$ cat config.mk
export PLATFORM = sky130hd
export DESIGN_NAME = mac_stream_feeder
export DESIGN_NICKNAME = d
export VERILOG_FILES = /design/src/rtl/mac_stream_feeder.sv
export SDC_FILE = /design/constraint.sdc
export NUM_CORES = 1
export LEC_CHECK = 0
export ABC_CLOCK_PERIOD_IN_PS = 14810
export BUFFER_PORTS_ARGS = -buffer_cell sky130_fd_sc_hd__buf_2
export CORE_MARGIN = 2
export CORE_UTILIZATION = 59
export DETAILED_ROUTE_END_ITERATION = 8
export PLACE_DENSITY = 0.86
export RECOVER_POWER = 100
export SETUP_SLACK_MARGIN = 0.1
export SLEW_MARGIN = 0
export SYNTH_ARGS = -nofsm -noshare
export SYNTH_HDL_FRONTEND = slang
export SYNTH_SLANG_ARGS = --single-unit
$ cat constraint.sdc
create_clock -name clk -period 14.81 [get_ports clk]
set_input_delay 4.443 -clock clk [delete_from_list [all_inputs] [get_ports clk]]
set_output_delay 4.443 -clock clk [all_outputs]
set_load 0.005 [all_outputs]
$ cat src/rtl/mac_stream_feeder.sv
// mac_stream_feeder
//
// Streams the (activation, weight) operand pairs of one neuron to a layer node's
// serial multiply-accumulate input, followed by a final (bias, 1) pair flagged
// s_last. Activations and weights are read from two synchronous single-port
// memories (one-cycle read latency) through a shared address.
//
// Optional feature macro: FEEDER_ZERO_SKIP_EN
//   defined   - pairs whose activation is zero are dropped before the output FIFO
//   undefined - every pair is streamed (N_INPUTS + 1 beats per start)
//
// Ports:
//   clk, rst           single clock, synchronous active-high reset
//   start, bias        one-cycle request to stream a neuron, with its bias
//   rd_en, rd_addr     read strobe and shared address to both memories
//   in_rdata, w_rdata  memory read data, valid the cycle after rd_en
//   s_valid, s_ready   output stream handshake
//   x_data, w_data     output pair (bias, 1 on the last beat)
//   s_last             marks the bias beat
//   busy, done         busy from start acceptance until done; done is a pulse

module mac_stream_feeder #(
    parameter int unsigned N_INPUTS = 784,
    parameter int unsigned DATA_W   = 32,
    parameter int unsigned ADDR_W   = 10
) (
    input  logic              clk,
    input  logic              rst,
    input  logic              start,
    input  logic [DATA_W-1:0] bias,
    output logic              rd_en,
    output logic [ADDR_W-1:0] rd_addr,
    input  logic [DATA_W-1:0] in_rdata,
    input  logic [DATA_W-1:0] w_rdata,
    output logic              s_valid,
    input  logic              s_ready,
    output logic [DATA_W-1:0] x_data,
    output logic [DATA_W-1:0] w_data,
    output logic              s_last,
    output logic              busy,
    output logic              done
);

    typedef enum logic [1:0] {StIdle, StRun, StBias, StFlush} state_t;

    state_t              state_q, state_d;
    logic                start_ok;
    logic [DATA_W-1:0]   bias_q;
    logic [ADDR_W:0]     addr_q;       // next address to read; reaches N_INPUTS
    logic [ADDR_W-1:0]   rd_addr_q;    // last issued address
    logic                rd_pend_q;    // a read issued last cycle returns now
    logic                done_q;

    // 2-entry FIFO: head drives the outputs directly, tail is the spare slot
    logic [1:0]          cnt_q;
    logic [DATA_W-1:0]   head_x_q, head_w_q, tail_x_q, tail_w_q;
    logic                head_last_q, tail_last_q;

    logic                pop, push, push_rd, push_bias, keep_pair;
    logic                reads_left, bias_room;
    logic [2:0]          level;
    logic [DATA_W-1:0]   push_x, push_w;
    logic                push_last;

    assign pop        = (cnt_q != 2'd0) && s_ready;
    assign reads_left = addr_q < (ADDR_W+1)'(N_INPUTS);

    // Occupancy after this cycle's pop, counting the read that returns now.
    // pop implies cnt_q >= 1, so this never underflows.
    assign level = {1'b0, cnt_q} + {2'b00, rd_pend_q} - {2'b00, pop};

    assign rd_en   = (state_q == StRun) && reads_left && (level < 3'd2);
    assign rd_addr = rd_en ? addr_q[ADDR_W-1:0] : rd_addr_q;

`ifdef FEEDER_ZERO_SKIP_EN
    assign keep_pair = (in_rdata != '0);
`else
    assign keep_pair = 1'b1;
`endif

    // Returned read data is taken unconditionally; the credit rule ensures room
    assign push_rd   = rd_pend_q && keep_pair;
    assign bias_room = (cnt_q != 2'd2) || pop;
    assign push_bias = (state_q == StBias) && bias_room;
    assign push      = push_rd || push_bias;
    assign push_x    = push_bias ? bias_q : in_rdata;
    assign push_w    = push_bias ? DATA_W'(1) : w_rdata;
    assign push_last = push_bias;

    assign s_valid = (cnt_q != 2'd0);
    assign x_data  = head_x_q;
    assign w_data  = head_w_q;
    assign s_last  = head_last_q;
    assign busy    = (state_q != StIdle);
    assign done    = done_q;

    always_comb begin
        state_d  = state_q;
        start_ok = 1'b0;
        unique case (state_q)
            StIdle: begin
                // a start coincident with the done pulse is ignored
                if (start && !done_q) begin
                    state_d  = StRun;
                    start_ok = 1'b1;
                end
            end
            StRun: begin
                // all reads issued and the final one is returning this cycle
                if (!reads_left && rd_pend_q) state_d = StBias;
            end
            StBias: begin
                if (push_bias) state_d = StFlush;
            end
            StFlush: begin
                if (pop && head_last_q) state_d = StIdle;
            end
            default: state_d = StIdle;
        endcase
    end

    always_ff @(posedge clk) begin
        if (rst) begin
            state_q     <= StIdle;
            bias_q      <= '0;
            addr_q      <= '0;
            rd_addr_q   <= '0;
            rd_pend_q   <= 1'b0;
            done_q      <= 1'b0;
            cnt_q       <= 2'd0;
            head_x_q    <= '0;
            head_w_q    <= '0;
            head_last_q <= 1'b0;
            tail_x_q    <= '0;
            tail_w_q    <= '0;
            tail_last_q <= 1'b0;
        end else begin
            state_q   <= state_d;
            rd_pend_q <= rd_en;
            done_q    <= (state_q == StFlush) && pop && head_last_q;

            if (start_ok) begin
                bias_q <= bias;
                addr_q <= '0;
            end else if (rd_en) begin
                addr_q <= addr_q + 1'b1;
            end

            if (rd_en) rd_addr_q <= addr_q[ADDR_W-1:0];

            unique case ({push, pop})
                2'b10: begin
                    if (cnt_q == 2'd0) begin
                        head_x_q    <= push_x;
                        head_w_q    <= push_w;
                        head_last_q <= push_last;
                    end else begin
                        tail_x_q    <= push_x;
                        tail_w_q    <= push_w;
                        tail_last_q <= push_last;
                    end
                    cnt_q <= cnt_q + 2'd1;
                end
                2'b01: begin
                    head_x_q    <= tail_x_q;
                    head_w_q    <= tail_w_q;
                    head_last_q <= tail_last_q;
                    cnt_q       <= cnt_q - 2'd1;
                end
                2'b11: begin
                    if (cnt_q == 2'd1) begin
                        head_x_q    <= push_x;
                        head_w_q    <= push_w;
                        head_last_q <= push_last;
                    end else begin
                        head_x_q    <= tail_x_q;
                        head_w_q    <= tail_w_q;
                        head_last_q <= tail_last_q;
                        tail_x_q    <= push_x;
                        tail_w_q    <= push_w;
                        tail_last_q <= push_last;
                    end
                end
                default: ;
            endcase
        end
    end

endmodule

==> reports/results.md <==
| Step | Result | Value |
|:---|:---|:---|
| setup path | Crit-path cells | clkbuf_1 > nand2b_1 > nor2_1 > o21ai_0 > fa_1 > xnor2_1 > o2111ai_2 > clkbuf_1 > mux2_2 > buf_2 |
| layout | Final net count | 1,256 |
| grt | Maximum number of pins on one net before global-route repair | 105 |
| grt | GRT Overall Usage | 29.6% |
| sta | Clock Skews | 0.00670 ns |
| pwr | Clk pwr share | 21.6% |
| place | Routability-driven placement congestion ratio | 0.843 |
| synth | Count of different cell masters after synthesis | 42 |
| pwr | Switching fraction of total power | 42.6% |
| place | # placed instances | 1,308 |
| pwr | Total internal power | 1.19 mW |
| layout | Cell area after layout | 0.00976 mm2 |
| clock tree | Maximum level of the CTS H-tree | 4 |
| pwr | Combinational Power Share | 44.2% |
| grt | Number of antenna violations at the first check in global routing | 2 |
| setup path | Type of origin of the critical path | primary input |
| setup path | CP endpoint kind | output pin |
| die | Count of pins on the block boundary | 179 |
| detailed routing | Routed WL | 22,800 um |
| clock tree | Clock latency on the worst-skew pair | 0.42 ns |
| detailed routing | Routed Antenna Nets | 0 |
| die | Site row count | 43 |
| detailed routing | Via total after detailed routing | 8,259 |
| pwr | Sw power | 888 uW |
| pwr | Reported leakage power | 3.62 nW |
| setup path | Critical R2R Launch | cnt_q[1] |
| pwr | Overall power | 2.08 mW |
| sta | Number of pins with negative max-slew slack in the final report | 327 |
| sta | Total negative slack | 0 ns |
| clock tree | # Post-CTS Setup Buffers | 0 |
| synth | Fraction of post-synthesis cell area in the top cell type by area | 45.1% |
| setup path | Critical path's most frequent cell | sky130_fd_sc_hd__clkbuf_1 |
| clock tree | Bufs on Longest Clock Path | 2 |
| detailed routing | Post-detailed-route DRC marker count | 0 |
| setup path | Setup CP Type | primary input to output pin |
| sta | Final critical delay including setup and external delays | 12.89 ns |
| sta | Endpoints failing hold | 0 |
| setup path | Setup slack of the worst register-to-register path | 8.92 ns |
| clock tree | Root buffer selected by CTS | sky130_fd_sc_hd__clkbuf_16 |
| setup path | Critical path endpoint | rd_addr[1] |
| setup path | Worst reg2reg path endpoint | w_data[15] |
| pwr | Power per Cell Area | 213 mW/mm2 |
| synth | Synthesis Warnings | 0 |
| sta | Normalized max-slew margin | -178% |
| outcome | Violated checks | capacitance limit, slew limit |
| place | # port buffers | 178 |
| layout | Utilization of the core after routing | 70.3% |
| clock tree | CTS tree | built |
| place | Half-perimeter wire length after detailed placement | 12,900 um |
| synth | Mapped cell area | 0.00839 mm2 |
| outcome | Run status | finished with violations |
| synth | Most area-consuming cells after synthesis | sky130_fd_sc_hd__dfxtp_1 45%, sky130_fd_sc_hd__a21oi_1 10%, sky130_fd_sc_hd__nand2_1 6.1% |
| layout | Growth of design area from synthesis to finish | 16.4% |
| synth | Largest area contributor in the synthesized netlist | sky130_fd_sc_hd__dfxtp_1 |
| flow run | Maximum capacitance violations | 6 |
| detailed routing | Routed vias/inst | 6.15 |
| synth | Net count after synthesis | 1,150 |
| grt | Total gr overflow | 0 |
| layout | Filler cells | 1,178 |
| setup path | Slowest stage cell, crit path | sky130_fd_sc_hd__nand2b_1 |
| layout | Share of final-layout standard cells stronger than drive strength 1 | 15.5% |
| clock tree | Clk sinks | 189 |
| die | Height of the die | 123 um |
| sta | RSZ-0062 raised after global routing | no |
| sta | Setup violators final | 0 |
| synth | Instance count of the mapped netlist | 1,041 |
| place | Dpl cell area | 0.00927 mm2 |
| setup path | Number of cells traversed by the worst register-to-register path | 7 |
| pwr | Sequential cell fraction of total power | 34.3% |
| setup path | Data arrival at the endpoint of the critical path | 8.45 ns |
| setup path | Critical path fanouts, max | 40 |
| sta | Transition at the pin with the smallest max-transition slack | 4.17 ns |
| detailed routing | Detailed Routing Iterations Pass 1 | 5 |
| setup path | Slowest Stage Delay on Critical Path | 0.98 ns |
| clock tree | CTS clock-pin slew for the worst setup and hold paths | 0.06 ns |
| synth | Sequential area share after synthesis | 45.1% |
| grt | Number of global-route vias before repair | 7,471 |
| clock tree | Number of buffers added by the clock tree synthesis step | 17 |
| worst hold path | Hold Crit Class | register to register |
| die | Initial cell density of the core | 60.4% |
| setup path | Req. time, crit path | 10.37 ns |
| die | Die width | 123 um |
| detailed routing | Wire length per cell | 17.0 um |
| synth | FF+latch count, synth | 189 |
| die | Die Area | 0.0152 mm2 |
| layout | Non-filler cells, final | 1,342 |
| clock tree | Post-cts sizing count | 0 |
| setup path | Crit. Startpoint | s_ready |
| grt | Global-route wire length before repair | 36,100 um |
| clock tree | Count of hold buffers inserted by post-cts repair | 0 |
| detailed routing | DRC marker count from the first detailed-route iteration | 900 |
| die | Placeable core region | 0.0139 mm2 |
| sta | Period utilization | 87.0% |
| sta | Highest clock rate | 77.6 MHz |
| synth | Average cell area after synthesis | 8.06 um2 |
| pwr | Maximum VDD drop | 0.203 mV |
[per-stage QoR]
step                      hold slack [ns]  worst slack (ns)
after floorplan                     0.437              4.04
after global placement              0.442              3.33
after detailed placement            0.447              3.26
after CTS                           0.457              3.24
after global routing                0.476              1.64
final                               0.455              1.92
[final cells by class]
class | count | area, um2 | area share, %
Multi-Input combinational cell | 734 | 4200 | 43.0
Clock inverter | 5 | 52.6 | 0.538
Clock buffer | 27 | 533 | 5.46
Antenna cell | 2 | 5.00 | 0.0513
Sequential cell | 189 | 3780 | 38.8
Inverter | 11 | 41.3 | 0.423
Tap cell | 180 | 225 | 2.31
Timing Repair Buffer | 194 | 925 | 9.47
[cell usage in the layout, fill, tap and decap left out, types with 7 or more instances in the layout]
cell,netlist,final
sky130_fd_sc_hd__nand2_1,137,137
sky130_fd_sc_hd__clkbuf_1,81,64
sky130_fd_sc_hd__nand4_1,32,32
sky130_fd_sc_hd__o32ai_1,33,33
sky130_fd_sc_hd__buf_2,12,121
sky130_fd_sc_hd__nor2_1,77,76
sky130_fd_sc_hd__a211oi_1,64,64
sky130_fd_sc_hd__mux2_2,10,7
sky130_fd_sc_hd__clkbuf_16,0,17
sky130_fd_sc_hd__clkbuf_8,0,7
sky130_fd_sc_hd__a311oi_1,32,32
sky130_fd_sc_hd__dfxtp_1,189,189
sky130_fd_sc_hd__ha_1,8,7
sky130_fd_sc_hd__buf_4,0,12
sky130_fd_sc_hd__nand2b_1,40,39
sky130_fd_sc_hd__nor2b_1,12,12
sky130_fd_sc_hd__inv_1,11,11
sky130_fd_sc_hd__nand3_1,38,38
sky130_fd_sc_hd__o21ai_0,38,38
sky130_fd_sc_hd__a21oi_1,174,172
[sequential cells by signal (all words and copies together) (netlist names)]
name         count
tail_w_q        32
x_data          32
w_data          32
s_last           1
tail_last_q      1
tail_x_q        32
done             1
bias_q          32
rd_addr_q       10
addr_q          11
push_rd          1
state_q          2
cnt_q            2
[power groups by stage]
stage / registers (mW) / logic, mW / clock network (mW)
final: 0.713 / 0.919 / 0.450
after global routing: 0.728 / 1.01 / 0.473
after CTS: 0.709 / 0.927 / 0.452
after detailed placement: 0.718 / 0.923 / 0
after global placement: 0.715 / 0.907 / 0
after floorplan: 0.714 / 0.637 / 0
[worst min-delay path by stage]
stage	startpoint	to	slack (ns)	cells past startpoint
4_1_cts	bias_q[29]	bias_q[29]	0.46	2
3_5_place_dp	bias_q[29]	bias_q[29]	0.45	2
2_1_floorplan	bias_q[0]	bias_q[0]	0.44	2
5_1_grt	bias_q[27]	bias_q[27]	0.48	2
6_report	bias_q[18]	bias_q[18]	0.45	2
3_3_place_gp	bias_q[29]	bias_q[29]	0.44	2
[routing by layer]
layer / GRT usage (%) / vias up / share of wire (%)
li1: - / 3978 / -
met1: 39.1 / 3874 / 44
met2: 48.5 / 369 / 47
met3: 4.94 / 36 / 7.3
met4: 11.2 / 2 / 1.6
met5: 0 / - / 0.048
[Yosys cell counts, drive strengths merged]
cell,count
dfxtp,189
a21oi,174
nand2,137
clkbuf,82
nor2,77
a211oi,64
nand2b,40
o21ai,39
nand3,38
o32ai,33
a311oi,32
nand4,32
buf,25
nor2b,12
inv,11
mux2,10
ha,8
or3,5
nor3,4
a21o,3
o31ai,3
or4,3
a31o,2
nor4,2
o2111ai,2
a21boi,1
a31oi,1
a32o,1
a32oi,1
and2,1
and3,1
fa,1
mux2i,1
nand3b,1
o211a,1
o21a,1
o311ai,1
xnor2,1
xor2,1
[critical path: cells and delay by family]
family | cells | cell delay [ns]
fa+ha+maj | 1 | 0.40
buf+inv | 3 | 1.29
xor+xnor | 1 | 0.14
compound gates | 2 | 0.25
mux | 1 | 0.43
simple gates | 2 | 1.48
[cell families (layout without fill, tap and decap cells)]
logic type	count (synthesis)	in the layout	synth area share [%]
AOI/OAI and AO/OA	359	359	27.0
and+or+nand+nor	353	353	19.4
other	0	2	0
buffers and inverters	118	237	5.47
muxes	11	11	1.46
xor gates and xnor gates	2	2	0.209
adders and majority gates	9	9	1.43
DFF	189	189	45.1
No activity file was read; power rests on OpenSTA's default activity.
